### src/rtl/synchronous_fifo_multi_push.sv
// Synchronous FIFO: up to MULTI_PUSH writes per cycle, one show-ahead pop.
// Ports: clk, rst (async active-low), push_cnt/data_in, pop, data_out, valid, count, free_cnt, full, err_*.
module synchronous_fifo_multi_push #(
    parameter int DEPTH      = 8,
    parameter int DATA_WIDTH = 8,
    parameter int MULTI_PUSH = 4,
    localparam int CW = $clog2(DEPTH + 1),
    localparam int PW = $clog2(MULTI_PUSH + 1),
    localparam int AW = $clog2(DEPTH)
) (
    input  logic                                  clk,
    input  logic                                  rst,
    input  logic [PW-1:0]                         push_cnt,
    input  logic [MULTI_PUSH-1:0][DATA_WIDTH-1:0] data_in,
    input  logic                                  pop,
    output logic [DATA_WIDTH-1:0]                 data_out,
    output logic                                  valid,
    output logic [CW-1:0]                         count,
    output logic [CW-1:0]                         free_cnt,
    output logic                                  full,
    output logic                                  err_overflow,
    output logic                                  err_underflow
);

    logic [DATA_WIDTH-1:0] mem_q [DEPTH];

    logic [AW-1:0] rd_ptr_q, rd_ptr_d;
    logic [AW-1:0] wr_ptr_q, wr_ptr_d;
    logic [CW-1:0] count_q, count_d;
    logic          ovf_q, ovf_d;
    logic          udf_q, udf_d;

    logic [CW-1:0] free;
    logic          push_ok;
    logic          pop_ok;
    logic [AW-1:0] wr_idx [MULTI_PUSH];
    logic          wr_en  [MULTI_PUSH];

    // Sums never reach 2*DEPTH, so one conditional subtract wraps them.
    function automatic logic [AW-1:0] wrap(input logic [31:0] s);
        wrap = (s >= 32'(DEPTH)) ? AW'(s - 32'(DEPTH)) : AW'(s);
    endfunction

    always_comb begin
        free    = CW'(DEPTH) - count_q;
        // Whole group is taken or dropped; the slot freed by pop is not reused.
        push_ok = (32'(push_cnt) <= 32'(MULTI_PUSH)) &&
                  (32'(push_cnt) <= 32'(free));
        pop_ok  = pop && (count_q != '0);

        for (int i = 0; i < MULTI_PUSH; i++) begin
            wr_idx[i] = wrap(32'(wr_ptr_q) + 32'(i));
            wr_en[i]  = push_ok && (32'(i) < 32'(push_cnt));
        end

        wr_ptr_d = wr_ptr_q;
        if (push_ok) begin
            wr_ptr_d = wrap(32'(wr_ptr_q) + 32'(push_cnt));
        end

        rd_ptr_d = rd_ptr_q;
        if (pop_ok) begin
            rd_ptr_d = wrap(32'(rd_ptr_q) + 32'd1);
        end

        count_d = count_q
                + (push_ok ? CW'(push_cnt) : '0)
                - (pop_ok  ? CW'(1)        : '0);

        ovf_d = ovf_q | ~push_ok;
        udf_d = udf_q | (pop && (count_q == '0));
    end

    always_ff @(posedge clk or negedge rst) begin
        if (!rst) begin
            rd_ptr_q <= '0;
            wr_ptr_q <= '0;
            count_q  <= '0;
            ovf_q    <= 1'b0;
            udf_q    <= 1'b0;
        end else begin
            rd_ptr_q <= rd_ptr_d;
            wr_ptr_q <= wr_ptr_d;
            count_q  <= count_d;
            ovf_q    <= ovf_d;
            udf_q    <= udf_d;
        end
    end

    // Storage is deliberately not reset; it is masked while empty.
    always_ff @(posedge clk) begin
        for (int i = 0; i < MULTI_PUSH; i++) begin
            if (wr_en[i]) begin
                mem_q[wr_idx[i]] <= data_in[i];
            end
        end
    end

    assign valid         = (count_q != '0);
    assign data_out      = valid ? mem_q[rd_ptr_q] : '0;
    assign count         = count_q;
    assign free_cnt      = free;
    assign full          = (count_q == CW'(DEPTH));
    assign err_overflow  = ovf_q;
    assign err_underflow = udf_q;

    a_count_bound : assert property (
        @(posedge clk) disable iff (!rst)
        32'(count_q) <= 32'(DEPTH)
    );

    a_ptr_count : assert property (
        @(posedge clk) disable iff (!rst)
        ((32'(wr_ptr_q) + 32'(DEPTH) - 32'(rd_ptr_q)) % 32'(DEPTH))
            == (32'(count_q) % 32'(DEPTH))
    );

endmodule
### config.mk
export PLATFORM = sky130hd
export DESIGN_NAME = synchronous_fifo_multi_push
export DESIGN_NICKNAME = d
export VERILOG_FILES = /design/src/rtl/synchronous_fifo_multi_push.sv
export SDC_FILE = /design/constraint.sdc
export NUM_CORES = 1
export LEC_CHECK = 0
export ABC_AREA = 1
export CORE_MARGIN = 2
export CORE_UTILIZATION = 40
export DETAILED_ROUTE_END_ITERATION = 10
export HOLD_SLACK_MARGIN = 0.03
export PLACE_DENSITY = 0.68
export SETUP_SLACK_MARGIN = 0.05
export SYNTH_ARGS = -nofsm -noshare
export SYNTH_HDL_FRONTEND = slang
export SYNTH_SLANG_ARGS = --single-unit
### constraint.sdc
create_clock -name clk -period 8.7 [get_ports clk]
set_clock_uncertainty 0.1 [all_clocks]
set_input_delay 0.87 -clock clk [delete_from_list [all_inputs] [get_ports clk]]
set_output_delay 0.87 -clock clk [all_outputs]
set_load 0.05 [all_outputs]
==> qor.txt, run 1 <==
min Tclk post-route - 4.22 ns
async set-reset flop share out of synthesis - 0.158
most frequent cells in the layout - nand2_1, nor2_1, nand4_1
Max Clock Freq - 237 MHz
FP Rows - 46
Gate Count Post-Synth - 940
min-delay src - err_overflow$_DFF_PN0_
count of cell types in the netlist - 35
most common cell after layout, fill and taps aside - nand2_1
TritonCTS clock tree - done
DR iter-0 viols - 980
Setup WS post-layout - 4.48 ns
worst hold-check path type - reg -> reg
max-slew violations - 0
NetSw - 0.00160 W
DRT antenna net count - 0
CTS Buf Count - 9
final setup violation count - 0
Post-Syn Area - 6480 µm²
metal3 WL - 1930 µm
RSZ-0062 raised after global routing - false
WP data required - 8.53 ns
DRC Markers - 0
DR WL/cell - 18.6 µm
RD Place Congestion - 0.958
initial antenna violation count - 0
dpl ws - 4.13 ns
mean area per synthesized cell - 6.90 µm²
ant diodes - 0
vias in the first global route - 5677
Nets - 1001
Die W - 131 µm
Final Hold Viols - 0
fillers - 1632
Initial Util - 0.408
status - completed
CP arrival - 4.05 ns
area occupied by multi-input gates - 3670 µm²
IO Pins - 58
Sum Neg Setup Slack - 0 ns
die area - 17200 µm²
Synth Flop Type - edfxtp_1
Max Buffers Root-to-Sink - 2
Root Driver - clkbuf_16
Worst-Skew Late Latency - 0.36 ns
Max FO, Critical Path - 18
Synth area leader - edfxtp_1
CTS Sinks - 76
Syn Nets - 994
Slew HR - 0.269
part of the power in registers - 0.259
global-route wire length before repair - 33100 µm
crit path launch - push_cnt[2]
number of setup buffers added after CTS - 0
WS Path Type - in -> reg
highest routing layer actually used - met4
I/O Buffers - 57
Synth top area share - 0.296
post_cts resized - 0
post-DR vias/cell - 5.64
max_cap viols - 0
Seq/Total Area, Yosys - 0.343
period utilization - 0.485
Post-synth EDFFs - 64
final hold slack - 0.378 ns
met1 wire length - 9670 µm
drt first pass iters - 5
share of cells above drive strength 1 - 0.0651
combinational power share - 0.623
WL final - 21700 µm
CTS Hold Bufs - 0
worst vdd ir - 0.295 mV
power share of the clock group - 0.118
CTS clk-pin slew, worst paths - 0.07 ns
met2 wire length - 9380 µm
grt ovf - 0
power per cell area - 414 nW/µm²
crit end category - flip-flop
largest net degree at the start of global routing - 73
Slew @ Worst Pin - 1.09 ns
switching share of power - 0.531
Core Area - 15900 µm²
Power Total - 0.00301 W
register area - 2220 µm²
Internal - 0.00141 W
kind of start point of the critical path - input port
Seq cells post-synth - 76
vias - 6584
Reg-to-Reg Start - count[0]$_DFF_PN0_
Die Y - 131 µm
GRT Total Usage - 0.247
post-layout util - 0.458
Max H-tree Level - 3
P_leak - 3.13 nW
top cells by area, synth - edfxtp_1, nand2_1, nor2_1
Yosys warning total - 0
P&R area growth vs syn - 12.2%
Detailed Place HPWL - 16100 µm
[cells in the mapped netlist (all sizes together), types with 9 or more instances]
master and instances:
a21oi 25, buf 45, nand4 89, inv 63, clkbuf 20, ha 14
o21ai 45, dfrtp 12, nand3 70, nor2 224, a31oi 9, nand2 228
edfxtp 64
[sequential cells by signal (all words and copies together), names as in the netlist]
register       flops
err_overflow       1
count              4
rd_ptr_q           3
err_underflow      1
wr_ptr_q           3
mem_q             64
[final timing paths]
path | to | slack (ns) | cells past startpoint
setup / recovery | mem_q[3][1]$_DFFE_PP_ | 4.48 | 6
hold / removal | err_overflow$_DFF_PN0_ | 0.38 | 1
max in group asynchronous | err_overflow$_DFF_PN0_ | 7.20 | 1
hold reg to reg | err_overflow$_DFF_PN0_ | 0.38 | 1
setup reg to reg | mem_q[3][1]$_DFFE_PP_ | 4.68 | 9
min in group asynchronous | wr_ptr_q[1]$_DFFE_PN0N_ | 0.85 | 1
[area by class of cell]
cell class              count  share of cell area
clock buffers               9              0.0310
clock inverters             7             0.00602
inverters                  64              0.0330
multi-input cells         735               0.505
flip-flops and latches     76               0.305
well taps                 216              0.0372
repair buffers             61              0.0826
[worst max-delay path, cell delays in order]
cell and delay [ns]:
clkdlybuf4s50_1 0.71, ha_1 0.33, nand3_1 0.12, nand3_1 0.79, nand4_2 0.68, nand4_1 0.53
[per-stage QoR]
| stage | instance area (µm²) | instances |
|---|---|---|
| after floorplan | 6480 | 940 |
| final | 7270 | 1168 |
| after global routing | 7270 | 1168 |
| after global placement | 7010 | 1152 |
| after CTS | 7270 | 1168 |
| after detailed placement | 7010 | 1152 |
[routing by layer]
metal	track usage	vias to the layer above
met1	0.357	2989
li1	-	3157
met2	0.367	381
met3	0.0467	57
met5	0	-
met4	0.0936	0
[power groups by stage]
| stage | clock network [W] | registers [W] | logic, W |
|---|---|---|---|
| 2_1_floorplan | 0 | 0.000776 | 0.00137 |
| 3_3_place_gp | 0 | 0.000784 | 0.00182 |
| 3_5_place_dp | 0 | 0.000787 | 0.00184 |
| 4_1_cts | 0.000359 | 0.000780 | 0.00185 |
| 5_1_grt | 0.000373 | 0.000801 | 0.00204 |
| 6_report | 0.000356 | 0.000778 | 0.00188 |
[cell families (layout without fill, tap and decap cells)]
| group | after synthesis | count (layout) | share of synthesized area |
|---|---|---|---|
| AOI/OAI and AO/OA | 88 | 88 | 0.0762 |
| xor gates and xnor gates | 10 | 10 | 0.0135 |
| adders and majority gates | 16 | 16 | 0.0332 |
| buffers and inverters | 129 | 141 | 0.0911 |
| and+or+nand+nor | 621 | 621 | 0.443 |
| DFF | 76 | 76 | 0.343 |
No activity file was read; power rests on OpenSTA's default activity.
==> inputs of run 2 (changes only) <==
- PLACE_DENSITY: 0.68 -> 0.7
- clock period: 8.7 -> 3.4 ns (I/O delays scaled with it)
==> qor.txt, run 2 (synthesis results as in run 1) <==
status - completed
Worst-Skew Late Latency - 0.34 ns
CTS Sinks - 76
number of setup buffers added after CTS - 0
crit path launch - count[0]$_DFF_PN0_
Slew HR - 0.456
CTS Hold Bufs - 0
grt ovf - 0
P_leak - 3.26 nW
WP data required - 3.28 ns
Detailed Place HPWL - 16200 µm
number of flip-flops in the largest register - 64
GRT Total Usage - 0.246
share of cells above drive strength 1 - 0.113
Slew @ Worst Pin - 0.815 ns
Reg2Reg Setup Slack - 0.35 ns
Setup WS post-layout - 0.349 ns
max-slew violations - 0
Worst R2R Path Depth - 12
vias in the first global route - 5999
worst vdd ir - 1.03 mV
drt first pass iters - 6
P&R area growth vs syn - 16.3%
post_cts resized - 0
IO Pins - 58
largest net degree at the start of global routing - 65
DRT antenna net count - 0
Max FO, Critical Path - 16
dpl ws - 0.250 ns
most common cell after layout, fill and taps aside - nand2_1
I/O Buffers - 57
WS Path Type - reg -> reg
Root Driver - clkbuf_16
final setup violation count - 0
Initial Util - 0.408
period utilization - 0.897
post-DR vias/cell - 5.59
FP Rows - 46
Reg-to-Reg Start - count[0]$_DFF_PN0_
DRC Markers - 0
WL final - 21100 µm
ant diodes - 0
vias - 6669
Power Total - 0.00798 W
Nets - 1026
global-route wire length before repair - 33400 µm
die area - 17200 µm²
Sum Neg Setup Slack - 0 ns
RD Place Congestion - 1.06
most frequent cells in the layout - nand2_1, nor2_1, nand4_1
CP arrival - 2.93 ns
crit end category - flip-flop
max_cap viols - 0
power per cell area - 1060 nW/µm²
DR WL/cell - 17.7 µm
Die W - 131 µm
Reg2Reg Capture Point - mem_q[2][7]$_DFFE_PP_
Max Buffers Root-to-Sink - 2
CTS Buf Count - 9
TritonCTS clock tree - done
RSZ-0062 raised after global routing - false
CTS clk-pin slew, worst paths - 0.07 ns
Max Clock Freq - 328 MHz
DR iter-0 viols - 1291
Max H-tree Level - 3
kind of start point of the critical path - flip-flop
Die Y - 131 µm
Core Area - 15900 µm²
Final Hold Viols - 0
worst hold-check path type - in -> async
min Tclk post-route - 3.05 ns
initial antenna violation count - 0
[run 2: cell count changes in the layout (fill, tap and decap cells not counted), moves of 3 or more]
cell / delta
buf_4: +33
clkdlybuf4s50_1: -8
clkinv_4: -3
clkinvlp_4: +3
ha_1: -3
inv_1: -3
inv_2: +3
[run 2: worst max-delay path: stages (launching register included)]
cell	delay [ns]
dfrtp_2	0.41
inv_2	0.07
ha_4	0.27
inv_1	0.04
ha_1	0.29
nand2_1	0.08
nand2_1	0.08
nand2_1	0.06
nand2_1	0.04
nand3_1	0.15
buf_4	0.31
nand4_2	0.27
nand4_1	0.50
[run 2: worst max-delay path by stage]
| stage | to | slack, ns | cells after the start |
|---|---|---|---|
| floorplan | count[2]$_DFF_PN0_ | 0.01 | 17 |
| finish | mem_q[2][7]$_DFFE_PP_ | 0.35 | 12 |
| CTS | valid | 0.38 | 6 |
| global route | mem_q[3][3]$_DFFE_PP_ | 0.16 | 12 |
| detailed placement | count[3]$_DFF_PN0_ | 0.25 | 16 |
| global placement | mem_q[4][6]$_DFFE_PP_ | 0.32 | 12 |
[run 2: final cells by class]
| cell class | instances | area (µm²) |
|---|---|---|
| Inverter | 64 | 240 |
| Multi-Input combinational cell | 735 | 3740 |
| Sequential cell | 76 | 2220 |
| Timing Repair Buffer | 86 | 768 |
| Fill cell | 1614 | 8350 |
| Tap cell | 216 | 270 |
| Clock buffer | 9 | 225 |
| Clock inverter | 7 | 73.8 |
[run 2: through the flow]
step	utilization	cells	instance area (µm²)	hold WS, ns
floorplan	-	940	6570	-0.0556
global placement	0.456	1177	7240	0.357
detailed placement	0.456	1177	7240	0.357
CTS	0.475	1193	7540	0.349
global route	0.475	1193	7540	0.363
finish	0.475	1193	7540	0.337
[run 2: power breakdown]
| part | internal [W] | switching, W | total [W] |
|---|---|---|---|
| clock | 0.000571 | 0.000407 | 0.000978 |
| sequential | 0.00175 | 0.000218 | 0.00197 |
| combinational | 0.00150 | 0.00353 | 0.00503 |
[run 2: metal layers]
metal  vias up  wire length (µm)  global-route usage
li1       3210                 -                   -
met1      2991              8970               0.345
met2       414              9320               0.380
met3        54              2190              0.0556
met4         0               635              0.0725
met5         -                 0                   0
==> inputs of run 3 (changes only) <==
- CAP_MARGIN: default -> 0
==> results of run 3 <==
The final DEF is identical to that of run 2; final timing and power are the same.
